### config.mk
export PLATFORM = sky130hd
export DESIGN_NAME = serial_operand_feeder
export DESIGN_NICKNAME = d
export VERILOG_FILES = /design/src/rtl/serial_pkg.sv /design/src/rtl/serial_shift_pair.sv /design/src/rtl/serial_operand_feeder.sv
export SDC_FILE = /design/constraint.sdc
export NUM_CORES = 1
export LEC_CHECK = 0
export BUFFER_PORTS_ARGS = -buffer_cell sky130_fd_sc_hd__buf_2
export CORE_MARGIN = 2
export CORE_UTILIZATION = 52
export DETAILED_ROUTE_END_ITERATION = 10
export PLACE_DENSITY = 0.77
export SKIP_LAST_GASP = 1
export SYNTH_ARGS = -nofsm -noshare
export SYNTH_HDL_FRONTEND = slang
export SYNTH_SLANG_ARGS = --single-unit
### constraint.sdc
create_clock -name clk -period 2.2 [get_ports clk]
set_input_delay 0 -clock clk [delete_from_list [all_inputs] [get_ports clk]]
set_output_delay 0 -clock clk [all_outputs]
set_load 0.005 [all_outputs]
### src/rtl/serial_pkg.sv
// Shared definitions for the bit-serial adder datapath: FSM encodings and width helpers.
package serial_pkg;

  typedef logic [1:0] ser_state_t;

  localparam ser_state_t ST_IDLE  = 2'd0;
  localparam ser_state_t ST_CLEAR = 2'd1;
  localparam ser_state_t ST_SHIFT = 2'd2;

  localparam int unsigned SER_WIDTH = 8;

  // Bit counter width for a word of w bits; never narrower than one bit.
  function automatic int unsigned ser_cnt_width(input int unsigned w);
    return (w > 1) ? $clog2(w) : 1;
  endfunction

endpackage

### src/rtl/serial_shift_pair.sv
// Dual parallel-in/serial-out shift register, LSB first with zero fill.
// Load takes priority over shift.
module serial_shift_pair
  import serial_pkg::*;
#(
  parameter int unsigned WIDTH = SER_WIDTH
) (
  input  logic             clk,
  input  logic             rst_n,
  input  logic             load_i,
  input  logic             shift_i,
  input  logic [WIDTH-1:0] a_i,
  input  logic [WIDTH-1:0] b_i,
  output logic             a_lsb_o,
  output logic             b_lsb_o
);

  logic [WIDTH-1:0] sa_q, sa_d;
  logic [WIDTH-1:0] sb_q, sb_d;

  always_comb begin
    sa_d = sa_q;
    sb_d = sb_q;
    if (load_i) begin
      sa_d = a_i;
      sb_d = b_i;
    end else if (shift_i) begin
      sa_d = sa_q >> 1;
      sb_d = sb_q >> 1;
    end
  end

  always_ff @(posedge clk or negedge rst_n) begin
    if (!rst_n) begin
      sa_q <= '0;
      sb_q <= '0;
    end else begin
      sa_q <= sa_d;
      sb_q <= sb_d;
    end
  end

  assign a_lsb_o = sa_q[0];
  assign b_lsb_o = sb_q[0];

endmodule

### src/rtl/serial_operand_feeder.sv
// Accepts operand pairs and streams them LSB-first to a bit-serial adder, issuing a carry
// clear before every word. All outputs except in_ready are registered.
module serial_operand_feeder
  import serial_pkg::*;
#(
  parameter int unsigned WIDTH = SER_WIDTH
) (
  input  logic             clk,
  input  logic             rst_n,
  input  logic             in_valid,
  output logic             in_ready,
  input  logic [WIDTH-1:0] in_a,
  input  logic [WIDTH-1:0] in_b,
  output logic             a_bit,
  output logic             b_bit,
  output logic             bit_valid,
  output logic             first_bit,
  output logic             last_bit,
  output logic             adder_clr,
  output logic             busy
);

  localparam int unsigned    CntW    = ser_cnt_width(WIDTH);
  localparam logic [CntW-1:0] CntLast = CntW'(WIDTH - 1);

  ser_state_t      state_q, state_d;
  logic [CntW-1:0] cnt_q, cnt_d;

  logic a_bit_q, a_bit_d;
  logic b_bit_q, b_bit_d;
  logic bit_valid_q, bit_valid_d;
  logic first_bit_q, first_bit_d;
  logic last_bit_q, last_bit_d;
  logic adder_clr_q, adder_clr_d;
  logic busy_q, busy_d;

  logic accept;
  logic at_last;
  logic shift_en;
  logic a_lsb, b_lsb;

  assign at_last  = (state_q == ST_SHIFT) && (cnt_q == CntLast);
  assign in_ready = (state_q == ST_IDLE) || at_last;
  assign accept   = in_valid && in_ready;

  always_comb begin
    state_d = state_q;
    cnt_d   = cnt_q;
    unique case (state_q)
      ST_IDLE: begin
        cnt_d = '0;
        if (accept) state_d = ST_CLEAR;
      end
      ST_CLEAR: begin
        state_d = ST_SHIFT;
        cnt_d   = '0;
      end
      ST_SHIFT: begin
        if (cnt_q == CntLast) begin
          state_d = accept ? ST_CLEAR : ST_IDLE;
          cnt_d   = '0;
        end else begin
          cnt_d = cnt_q + CntW'(1);
        end
      end
      default: begin
        state_d = ST_IDLE;
        cnt_d   = '0;
      end
    endcase
  end

  // The register presents bit k while the shift pair already holds bit k+1 at its LSB.
  assign shift_en = (state_d == ST_SHIFT);

  serial_shift_pair #(
    .WIDTH(WIDTH)
  ) u_shift_pair (
    .clk    (clk),
    .rst_n  (rst_n),
    .load_i (accept),
    .shift_i(shift_en),
    .a_i    (in_a),
    .b_i    (in_b),
    .a_lsb_o(a_lsb),
    .b_lsb_o(b_lsb)
  );

  always_comb begin
    bit_valid_d = (state_d == ST_SHIFT);
    a_bit_d     = bit_valid_d && a_lsb;
    b_bit_d     = bit_valid_d && b_lsb;
    first_bit_d = bit_valid_d && (cnt_d == '0);
    last_bit_d  = bit_valid_d && (cnt_d == CntLast);
    adder_clr_d = (state_d == ST_CLEAR);
    busy_d      = (state_d != ST_IDLE);
  end

  always_ff @(posedge clk or negedge rst_n) begin
    if (!rst_n) begin
      state_q     <= ST_IDLE;
      cnt_q       <= '0;
      a_bit_q     <= 1'b0;
      b_bit_q     <= 1'b0;
      bit_valid_q <= 1'b0;
      first_bit_q <= 1'b0;
      last_bit_q  <= 1'b0;
      adder_clr_q <= 1'b0;
      busy_q      <= 1'b0;
    end else begin
      state_q     <= state_d;
      cnt_q       <= cnt_d;
      a_bit_q     <= a_bit_d;
      b_bit_q     <= b_bit_d;
      bit_valid_q <= bit_valid_d;
      first_bit_q <= first_bit_d;
      last_bit_q  <= last_bit_d;
      adder_clr_q <= adder_clr_d;
      busy_q      <= busy_d;
    end
  end

  assign a_bit     = a_bit_q;
  assign b_bit     = b_bit_q;
  assign bit_valid = bit_valid_q;
  assign first_bit = first_bit_q;
  assign last_bit  = last_bit_q;
  assign adder_clr = adder_clr_q;
  assign busy      = busy_q;

endmodule
==> flow_summary.json <==
{
  "outcome": "finished clean",
  "synth_area_mm2": 0.00125,
  "crit_type": "flop to flop",
  "p_comb_frac": 0.428,
  "wl_um": 2460,
  "synthesis.nets": 128,
  "core.rowCount": 17,
  "crit_buf_inv": 1,
  "die_h_um": 53.1,
  "clock_sinks": 28,
  "nets": 165,
  "r2r_end": "u_shift_pair.sa_q[4]$_DFFE_PN0P_",
  "clk_latency_ps": 320,
  "cpMostUsedCell": "ha_1",
  "cts_buffer_depth": 2,
  "synth.most_common_cell": "dfrtp_1",
  "cp.required_ps": 2420,
  "start_util": 0.556,
  "ios": 27,
  "gp_congestion": 0.808,
  "dr_total_vias": 994,
  "rr_worst_depth": 6,
  "synth_cell_types": 29,
  "cpLargestDelayFamily": "compound AO/OA/AOI/OAI gates",
  "rsz0062_at_grt": "no",
  "min-delay-start": "in_a[3]",
  "numCtsBuffers": 3,
  "seqPwrFrac": 0.466,
  "fmax_ghz": 0.515,
  "die_area_mm2": 0.00282,
  "io_buffer_count": 26,
  "tns_ps": 0,
  "dpl_cell_area_mm2": 0.00137,
  "ys.flop_type": "dfrtp_1",
  "viasPerCell": 5.85,
  "power_density_mw_per_mm2": 1250,
  "p_switching_uw": 703,
  "worstMarginPinSlew_ps": 597,
  "final_hold_viol_count": 0,
  "grt_overflow": 0,
  "crit_start": "cnt_q[0]$_DFF_PN0_",
  "worstSetupEndpointType": "flop",
  "slowest_delay_ps": 420,
  "grtUsageTotal": 0.205,
  "period_minus_slack_ps": 1940,
  "ant_nets": 0,
  "root_buffer": "clkbuf_4",
  "hold_end": "u_shift_pair.sa_q[3]$_DFFE_PN0P_",
  "yosysWarnings": 0,
  "slew-limit-headroom": 0.602,
  "cp.arrival_ps": 2160,
  "holdCritPathClass": "input port to flop",
  "avgSynthCellArea_um2": 11.7,
  "finClkSkew_ps": 7.81,
  "drv_cap": 0,
  "cts_setup_buffers": 0,
  "hpwl_um": 1680,
  "path_max_fanout": 9,
  "antenna_cells": 0,
  "slowest_stage": "a211oi_4",
  "grt_pass1_wl_um": 4090,
  "finalCritPeriodShare": 0.882,
  "grt_pass1_vias": 881,
  "ys_ff_latch": 28,
  "p_leak_uw": 0.000744,
  "clkPwrFrac": 0.106,
  "crit_chain": "ha_1, ha_1, nand2b_1, a211oi_4, inv_2, o221a_1",
  "synth_top_area_frac": 0.559,
  "switching_share": 0.372,
  "ir_drop_mv": 1.00,
  "rrSetupSlack_ps": 260,
  "drtIter0Drc": 32,
  "synthCells": 107,
  "drcViolationCount": 0,
  "grt_antenna_before_repair": 0,
  "cts_resized": 0,
  "htreeDepth": 1,
  "die_w_um": 53.1,
  "area_growth_pct": 20.7,
  "holdBufCountCts": 12,
  "async_flop_share": 1.00,
  "drt_pre_antenna_iters": 4,
  "path_clk_slew_ps": 140,
  "setup_viol": 0,
  "drive_above_1_share": 0.268,
  "rr_startpoint": "cnt_q[0]$_DFF_PN0_",
  "final_area_mm2": 0.00151,
  "synth-edff-count": 0,
  "synth_top_area_cell": "dfrtp_1",
  "yosys-top-cells-count": "dfrtp_1, o21ai_0, nor3_1",
  "yosys-top-cells-area": "dfrtp_1, a221o_1, o21ai_0",
  "p_int_uw": 1190,
  "wl_per_cell_um": 14.5,
  "yosysSeqAreaShare": 0.559,
  "cts_tree": "yes",
  "slew_viol_final": 0,
  "hold_depth": 3,
  "worstSetupStartpointType": "flop",
  "core_mm2": 0.00225,
  "grt_max_degree": 29
}
## area by class of cell
type                       instances  area, um2
timing repair buffer              39        258
fill                             176        742
clock buffer                       3       22.5
sequential                        28        701
inverter                           5       18.8
multi-input combinational         67        478
tap                               28       35.0
## how the worst max path moves through the flow
stage	endpoint	slack, ps	depth (start not counted)
after floorplan	u_shift_pair.sa_q[4]$_DFFE_PN0P_	440	7
after global placement	u_shift_pair.sa_q[4]$_DFFE_PN0P_	350	6
after detailed placement	u_shift_pair.sa_q[4]$_DFFE_PN0P_	270	6
after CTS	u_shift_pair.sa_q[4]$_DFFE_PN0P_	240	6
after global routing	u_shift_pair.sa_q[4]$_DFFE_PN0P_	150	6
final	u_shift_pair.sa_q[4]$_DFFE_PN0P_	260	6
## registers in the layout, summed over array words and instances (netlist names)
| name | count |
|---|---|
| u_shift_pair.sa_q | 8 |
| u_shift_pair.sb_q | 8 |
| cnt_q | 3 |
| state_q | 2 |
| a_bit | 1 |
| adder_clr | 1 |
| b_bit | 1 |
| bit_valid | 1 |
| busy | 1 |
| first_bit | 1 |
| last_bit | 1 |
## cell usage in the layout, fill, tap and decap left out, types with 2 or more instances in the layout
cell type / n
a221o_1: 6
a31oi_1: 7
and2_1: 2
and3_1: 7
and3b_1: 2
buf_2: 26
clkbuf_4: 3
dfrtp_1: 28
dlygate4sd3_1: 12
ha_1: 2
inv_1: 3
inv_2: 2
nand2b_1: 3
nand3_1: 7
nor3_1: 8
o21ai_0: 9
o2bb2ai_1: 2
## tightest hold or removal path: stages
cell and delay (ps):
buf_2 80, and3_1 130, a221o_1 100
## through the flow
step / hold WS [ps] / instances / utilization / total power, uW / setup WS (ps)
finish: 13.4 / 170 / 0.671 / 1890 / 259
global route: 14.3 / 170 / 0.671 / 2060 / 152
CTS: 6.48 / 170 / 0.671 / 1900 / 244
detailed placement: 44.8 / 155 / 0.608 / 1690 / 272
global placement: 33.4 / 155 / 0.608 / 1660 / 350
floorplan: -296 / 107 / - / 1520 / 440
## routing by layer
| metal | wire length (um) | track usage | vias to the layer above |
|---|---|---|---|
| met5 | 0 | 0 | - |
| met4 | 58 | 0.0812 | 0 |
| met3 | 188 | 0.0650 | 9 |
| met2 | 1190 | 0.313 | 47 |
| met1 | 1030 | 0.271 | 472 |
| li1 | - | - | 466 |
## kinds of logic after synthesis
family,Yosys count,share of synthesized area
buffers and inverters,12,0.0599
AO/OA/AOI/OAI,26,0.158
adder cells (fa/ha/maj),2,0.0200
AND/OR/NAND/NOR,39,0.204
flip-flops,28,0.559
## power by group through the flow
| stage | clock [uW] | sequential [uW] | combinational [uW] |
|---|---|---|---|
| 2_1_floorplan | 0 | 852 | 664 |
| 3_3_place_gp | 0 | 887 | 775 |
| 3_5_place_dp | 0 | 892 | 795 |
| 4_1_cts | 210 | 880 | 813 |
| 5_1_grt | 231 | 909 | 921 |
| 6_report | 200 | 880 | 809 |
Note: power is estimated with default switching activity, not from simulation.
